File: src/rtl/mcounter_csr_pkg.sv
// Shared definitions for the machine counter CSR block: CSR addresses,
// Zicsr operation decode and the request FSM state encoding.
package mcounter_csr_pkg;

  localparam logic [11:0] CSR_MCYCLE        = 12'hB00;
  localparam logic [11:0] CSR_MCYCLEH       = 12'hB80;
  localparam logic [11:0] CSR_MINSTRET      = 12'hB02;
  localparam logic [11:0] CSR_MINSTRETH     = 12'hB82;
  localparam logic [11:0] CSR_MCOUNTINHIBIT = 12'h320;

  localparam logic [31:0] INHIBIT_MASK = 32'h0000_0005;

  typedef enum logic [1:0] {
    OP_ILL = 2'd0,
    OP_RW  = 2'd1,
    OP_RS  = 2'd2,
    OP_RC  = 2'd3
  } csr_op_e;

  typedef enum logic [1:0] {
    ST_IDLE = 2'd0,
    ST_EXEC = 2'd1,
    ST_RESP = 2'd2
  } state_e;

  // Register and immediate forms share the same operation in bits [1:0].
  function automatic csr_op_e decode_op(input logic [2:0] funct3);
    csr_op_e op;
    case (funct3)
      3'b001, 3'b101: op = OP_RW;
      3'b010, 3'b110: op = OP_RS;
      3'b011, 3'b111: op = OP_RC;
      default:        op = OP_ILL;
    endcase
    return op;
  endfunction

  function automatic logic [31:0] apply_op(input csr_op_e op,
                                           input logic [31:0] old_val,
                                           input logic [31:0] arg);
    logic [31:0] res;
    case (op)
      OP_RW:   res = arg;
      OP_RS:   res = old_val | arg;
      OP_RC:   res = old_val & ~arg;
      default: res = old_val;
    endcase
    return res;
  endfunction

endpackage

File: src/rtl/mcounter_csr_counter64.sv
// 64-bit free-running counter with independently writable 32-bit halves.
// A write to either half wins over the increment for that cycle.
module csr_counter64 (
  input  logic        clk,
  input  logic        rst,
  input  logic        inc,
  input  logic        wr_lo,
  input  logic        wr_hi,
  input  logic [31:0] wdata,
  output logic [63:0] value
);

  // Counter state: reset, half-word write, or full 64-bit increment.
  always_ff @(posedge clk) begin
    if (rst) begin
      value <= 64'h0;
    end else if (wr_lo) begin
      value[31:0] <= wdata;
    end else if (wr_hi) begin
      value[63:32] <= wdata;
    end else if (inc) begin
      value <= value + 64'h1;
    end else begin
      value <= value;
    end
  end

endmodule

File: src/rtl/mcounter_csr.sv
// Machine counter CSR block: mcycle, minstret and mcountinhibit behind a
// three-state request/response CSR access port.
module mcounter_csr #(
  parameter logic [31:0] INHIBIT_RST = 32'h0
) (
  input  logic        clk,
  input  logic        rst,
  input  logic        inst_retire,
  input  logic        req_valid,
  output logic        req_ready,
  input  logic [11:0] req_addr,
  input  logic [2:0]  req_funct3,
  input  logic [31:0] req_wdata,
  output logic        resp_valid,
  input  logic        resp_ready,
  output logic [31:0] resp_rdata,
  output logic        resp_err,
  output logic [63:0] cycle_o,
  output logic [63:0] instret_o
);
  import mcounter_csr_pkg::*;

  state_e      state;
  logic [11:0] addr_q;
  logic [2:0]  funct3_q;
  logic [31:0] wdata_q;
  logic        inh_cy;
  logic        inh_ir;

  logic [63:0] cycle_val;
  logic [63:0] instret_val;

  csr_op_e     op;
  logic        addr_ok;
  logic        legal;
  logic [31:0] old_val;
  logic [31:0] new_val;
  logic        do_write;
  logic        wr_cyc_lo;
  logic        wr_cyc_hi;
  logic        wr_ins_lo;
  logic        wr_ins_hi;
  logic        wr_inh;

  // Decode the latched request and form the read-modify-write result.
  always_comb begin
    op      = decode_op(funct3_q);
    addr_ok = 1'b1;
    old_val = 32'h0;
    case (addr_q)
      CSR_MCYCLE:        old_val = cycle_val[31:0];
      CSR_MCYCLEH:       old_val = cycle_val[63:32];
      CSR_MINSTRET:      old_val = instret_val[31:0];
      CSR_MINSTRETH:     old_val = instret_val[63:32];
      CSR_MCOUNTINHIBIT: old_val = {29'h0, inh_ir, 1'b0, inh_cy};
      default:           addr_ok = 1'b0;
    endcase
    legal   = addr_ok && (op != OP_ILL);
    new_val = apply_op(op, old_val, wdata_q);
    // Set/clear with a zero mask is a pure read and must not disturb the CSR.
    if ((state == ST_EXEC) && legal && ((op == OP_RW) || (wdata_q != 32'h0))) begin
      do_write = 1'b1;
    end else begin
      do_write = 1'b0;
    end
  end

  // Per-CSR write strobes, live only during EXEC.
  always_comb begin
    wr_cyc_lo = do_write && (addr_q == CSR_MCYCLE);
    wr_cyc_hi = do_write && (addr_q == CSR_MCYCLEH);
    wr_ins_lo = do_write && (addr_q == CSR_MINSTRET);
    wr_ins_hi = do_write && (addr_q == CSR_MINSTRETH);
    wr_inh    = do_write && (addr_q == CSR_MCOUNTINHIBIT);
  end

  csr_counter64 u_cycle (
    .clk   (clk),
    .rst   (rst),
    .inc   (!inh_cy),
    .wr_lo (wr_cyc_lo),
    .wr_hi (wr_cyc_hi),
    .wdata (new_val),
    .value (cycle_val)
  );

  csr_counter64 u_instret (
    .clk   (clk),
    .rst   (rst),
    .inc   (inst_retire && !inh_ir),
    .wr_lo (wr_ins_lo),
    .wr_hi (wr_ins_hi),
    .wdata (new_val),
    .value (instret_val)
  );

  assign cycle_o   = cycle_val;
  assign instret_o = instret_val;

  // Only the two implemented inhibit bits are stored; the rest read as zero.
  always_ff @(posedge clk) begin
    if (rst) begin
      inh_cy <= INHIBIT_RST[0];
      inh_ir <= INHIBIT_RST[2];
    end else if (wr_inh) begin
      inh_cy <= new_val[0];
      inh_ir <= new_val[2];
    end else begin
      inh_cy <= inh_cy;
      inh_ir <= inh_ir;
    end
  end

  // Request FSM with registered handshake and response outputs.
  always_ff @(posedge clk) begin
    if (rst) begin
      state      <= ST_IDLE;
      req_ready  <= 1'b0;
      resp_valid <= 1'b0;
      resp_rdata <= 32'h0;
      resp_err   <= 1'b0;
      addr_q     <= 12'h0;
      funct3_q   <= 3'h0;
      wdata_q    <= 32'h0;
    end else begin
      case (state)
        ST_IDLE: begin
          req_ready <= 1'b1;
          if (req_valid && req_ready) begin
            addr_q    <= req_addr;
            funct3_q  <= req_funct3;
            wdata_q   <= req_wdata;
            req_ready <= 1'b0;
            state     <= ST_EXEC;
          end
        end
        ST_EXEC: begin
          resp_valid <= 1'b1;
          resp_rdata <= legal ? old_val : 32'h0;
          resp_err   <= !legal;
          state      <= ST_RESP;
        end
        ST_RESP: begin
          if (resp_ready) begin
            resp_valid <= 1'b0;
            req_ready  <= 1'b1;
            state      <= ST_IDLE;
          end
        end
        default: begin
          resp_valid <= 1'b0;
          req_ready  <= 1'b0;
          state      <= ST_IDLE;
        end
      endcase
    end
  end

endmodule

File: config.mk
export PLATFORM = sky130hd
export DESIGN_NAME = mcounter_csr
export DESIGN_NICKNAME = d
export VERILOG_FILES = /design/src/rtl/mcounter_csr_pkg.sv /design/src/rtl/mcounter_csr_counter64.sv /design/src/rtl/mcounter_csr.sv
export SDC_FILE = /design/constraint.sdc
export NUM_CORES = 1
export LEC_CHECK = 0
export CORE_ASPECT_RATIO = 0.8
export CORE_MARGIN = 3
export CORE_UTILIZATION = 45
export CTS_CLUSTER_SIZE = 16
export DETAILED_ROUTE_END_ITERATION = 10
export PLACE_DENSITY = 0.69
export SLEW_MARGIN = 0
export SYNTH_ARGS = -nofsm -noshare
export SYNTH_HDL_FRONTEND = slang
export SYNTH_SLANG_ARGS = --single-unit
File: constraint.sdc
create_clock -name clk -period 5 [get_ports clk]
set_input_delay 0.5 -clock clk [delete_from_list [all_inputs] [get_ports clk]]
set_output_delay 0.5 -clock clk [all_outputs]
set_load 0.05 [all_outputs]
==> results by group <==
Die
  • Starting density of the core: 46.4%
  • Placeable core region: 27600 sq um
  • Boundary Pins: 215
  • Die Height: 157 um
  • Die Outline Area: 30600 sq um
  • Overall die width: 195 um
  • Number of placement rows: 54

Layout
  • Synthesis-to-layout area growth: 25.4%
  • Fraction of layout cells with a size suffix above 1: 9.43%
  • Most common library cell in the layout ignoring fill and taps: sky130_fd_sc_hd__clkdlybuf4s50_1
  • Post-Layout Inst Area: 16100 sq um
  • Final standard cell count with taps included and fillers excluded: 2117
  • Core Util, Final: 58.2%
  • Final-stage net count: 1788
  • Commonest cells after routing, fill and taps aside: sky130_fd_sc_hd__clkdlybuf4s50_1 (212), sky130_fd_sc_hd__dfxtp_1 (211), sky130_fd_sc_hd__a21oi_1 (182)

Clocking
  • Count of buffers added by post-CTS timing repair for setup: 0
  • Hold-fix buffers at CTS: 0
  • Clock-pin transition on the worst setup and hold timing paths: 0.07 ns
  • Clk buf depth: 3
  • Clock tree from TritonCTS: yes
  • Number of buffers created by CTS: 23
  • Num Clock Sinks: 213
  • Clock tree root driver cell: sky130_fd_sc_hd__clkbuf_16
  • Number of gates resized after cts: 0
  • Number of H-tree levels: 1
  • Clock insertion delay at the later pin of the skew report: 0.53 ns

Synth
  • Net count after synthesis: 1634
  • Cell taking the most area after synthesis: sky130_fd_sc_hd__dfxtp_1
  • Syn_area_per_cell: 8.11 sq um
  • Share of the synthesized area in the top cell type: 33.3%
  • Top cells by area, synth: sky130_fd_sc_hd__dfxtp_1 (33%), sky130_fd_sc_hd__a21oi_1 (7.1%), sky130_fd_sc_hd__mux4_2 (5.4%)
  • Cell variety after synth: 88
  • Number of enable flip-flop cells after synthesis: 0
  • Prevailing post-synth register cell: sky130_fd_sc_hd__dfxtp_1
  • Sequential area share after synthesis: 33.3%
  • Flop and latch count out of synthesis: 213
  • Post-Syn Area: 12800 sq um
  • Total of warnings raised by yosys: 0
  • Gate count of the mapped netlist: 1580
  • Post-synthesis async set-or-reset flop share: 0%

Worst setup path
  • Kind of launch point of the worst setup path: flop
  • Crit path required time: 5.45 ns
  • Worst reg2reg path startpoint: funct3_q[0]
  • Crit. End Element: flop
  • CP Data Arrival Time: 4.21 ns
  • Reg2Reg Depth: 6
  • Worst setup path category: reg -> reg
  • Endpoint of the worst register-to-register path: u_instret.value[37]
  • R2r setup slk: 1.24 ns
  • Maximum net fanout on the critical path: 44

Worst hold path
  • Critical hold path startpoint: rst
  • Worst Hold Path Cells: 2
  • Capture endpoint of the worst hold path: u_instret.value[61]
  • Min-Delay Path Class: in -> reg

Pwr
  • Leakage power total: 4.96 nW
  • Power per Cell Area: 256 nW/um^2
  • Total power draw: 4.11 mW
  • Max IR drop VDD: 0.190 mV

Placed design
  • Last weighted congestion value of the routability-driven placer: 1.06
  • Cells after DPL: 2073
  • Placement Cell Area: 15200 sq um
  • Quantity of I/O buffers inserted on ports: 213
  • Detailed-placement wirelength estimate: 42000 um

Global route
  • Wire length of the first global-routing pass: 81800 um
  • Via count of the first global-routing pass: 12700
  • Antenna violations before repair: 6
  • Pin count of the biggest net entering global routing: 92
  • Overall global routing resource usage: 34.9%
  • Total grt overflow: 0

Timing
  • Highest attainable clock frequency: 266 MHz
  • Setup TNS after final layout: 0 ns
  • Fraction of the cycle the final worst path needs: 75.2%
  • Final hold violation count: 0
  • Clock Skews: 0.0172 ns
  • Total of endpoints with negative setup slack in the final report: 0
  • Worst Tran Pin Value: 1.31 ns
  • Slew HR: 12.7%
  • Final Slew Violations: 0
  • Unrepaired setup endpoints after global routing: false
  • Post-layout minimum cycle time: 3.76 ns

Routing
  • Iteration count of the initial detailed-routing pass: 6
  • Via count of the routed design: 14100
  • Drc violations: 0
  • Post-route antenna net violation count: 0
  • Sum of routed wire length over all layers: 56200 um
  • Routed wire per std cell: 26.6 um
  • Via-to-Cell Ratio: 6.68
  • Number of DRC violations after detailed-routing iteration 0: 2042

Outcome
  • Outcome: completed

Job
  • Max Cap Viol: 0
## worst max-delay path, cell delays in order (launching register included)
cell and delay [ns]:
sky130_fd_sc_hd__dfxtp_1 0.68, sky130_fd_sc_hd__nor2b_1 0.76, sky130_fd_sc_hd__or4_4 0.62, sky130_fd_sc_hd__and4_4 0.67
sky130_fd_sc_hd__and2_1 0.49, sky130_fd_sc_hd__o2bb2a_1 0.28, sky130_fd_sc_hd__a21oi_1 0.13
## power by group
part / total (mW) / leakage (nW) / internal [mW] / switching [mW]
Sequential: 1.76 / 1.72 / 1.72 / 0.0365
Clock: 2.01 / 0.421 / 1.25 / 0.763
Combinational: 0.343 / 2.82 / 0.121 / 0.222
## kinds of logic after synthesis
family,synth area share [%]
DFF,33.3
muxes,6.01
adders and majority gates,0.195
xor gates and xnor gates,4.17
and+or+nand+nor,25.3
buffers and inverters,4.48
AOI/OAI and AO/OA,26.6
## metrics by stage
step | setup WS (ns) | hold slack [ns]
global placement | 1.41 | 0.452
CTS | 1.37 | 0.345
global route | 1.12 | 0.375
detailed placement | 1.38 | 0.459
floorplan | 2.15 | 0.440
finish | 1.24 | 0.352
## registers in the layout, indices dropped and copies added (netlist names)
| register | flops |
|---|---|
| addr_q | 12 |
| funct3_q | 2 |
| inh_cy | 1 |
| inh_ir | 1 |
| req_ready | 1 |
| resp_err | 1 |
| resp_rdata | 32 |
| resp_valid | 1 |
| state | 2 |
| u_cycle.value | 64 |
| u_instret.value | 64 |
| wdata_q | 32 |
## cells in the mapped netlist, types with 5 or more instances
cell                        count
sky130_fd_sc_hd__a32oi_1        7
sky130_fd_sc_hd__nand3_1       57
sky130_fd_sc_hd__and2_1        31
sky130_fd_sc_hd__nand2b_1      12
sky130_fd_sc_hd__nor3_1        36
sky130_fd_sc_hd__and3_1        27
sky130_fd_sc_hd__a31oi_1       24
sky130_fd_sc_hd__a211oi_2       5
sky130_fd_sc_hd__or4_1          6
sky130_fd_sc_hd__o21a_1         7
sky130_fd_sc_hd__buf_1          7
sky130_fd_sc_hd__nor4_1        27
sky130_fd_sc_hd__a22oi_1       41
sky130_fd_sc_hd__dfxtp_1      213
sky130_fd_sc_hd__o32a_1        25
sky130_fd_sc_hd__a211oi_1      45
sky130_fd_sc_hd__a211o_1        9
sky130_fd_sc_hd__nand4_1       46
sky130_fd_sc_hd__nand2_1      180
sky130_fd_sc_hd__a2111oi_2      6
sky130_fd_sc_hd__nor4_2         6
sky130_fd_sc_hd__a21oi_1      182
sky130_fd_sc_hd__and4_1        10
sky130_fd_sc_hd__a221oi_1       7
sky130_fd_sc_hd__or2_2          8
sky130_fd_sc_hd__o21ai_0       71
sky130_fd_sc_hd__mux4_2        31
sky130_fd_sc_hd__xnor2_1       26
sky130_fd_sc_hd__xor2_1        35
sky130_fd_sc_hd__nor2_1       156
sky130_fd_sc_hd__mux2i_1        5
sky130_fd_sc_hd__buf_2         27
sky130_fd_sc_hd__inv_1         15
sky130_fd_sc_hd__a41oi_1        8
sky130_fd_sc_hd__nor2b_1        7
sky130_fd_sc_hd__a21o_1        11
sky130_fd_sc_hd__clkbuf_1      74
sky130_fd_sc_hd__a2111oi_4      5
## layout make-up
cell class | count | area (sq um)
clock buffers | 27 | 621
multi-input cells | 1236 | 8050
fillers | 2502 | 11600
clock inverters | 13 | 245
flip-flops and latches | 213 | 4270
repair buffers | 245 | 2370
inverters | 15 | 56.3
well taps | 364 | 455
diodes | 4 | 10.0
## routing by layer
| metal | wire length [um] | global-route usage, % |
|---|---|---|
| met1 | 22200 | 48.5 |
| met2 | 22800 | 49.4 |
| met3 | 8760 | 12.6 |
| met4 | 2460 | 13.0 |
| met5 | 102 | 2.01 |
## worst max-delay path by stage
stage                                  from                   to  cells after the start
final                           funct3_q[0]  u_instret.value[37]                      6
after global routing            funct3_q[0]  u_instret.value[37]                      6
after detailed placement        funct3_q[0]  u_instret.value[37]                      6
after global placement          funct3_q[0]  u_instret.value[37]                      6
after floorplan           u_cycle.value[40]    u_cycle.value[47]                     10
after CTS                       funct3_q[0]  u_instret.value[37]                      6
Note: power is estimated with default switching activity, not from simulation.
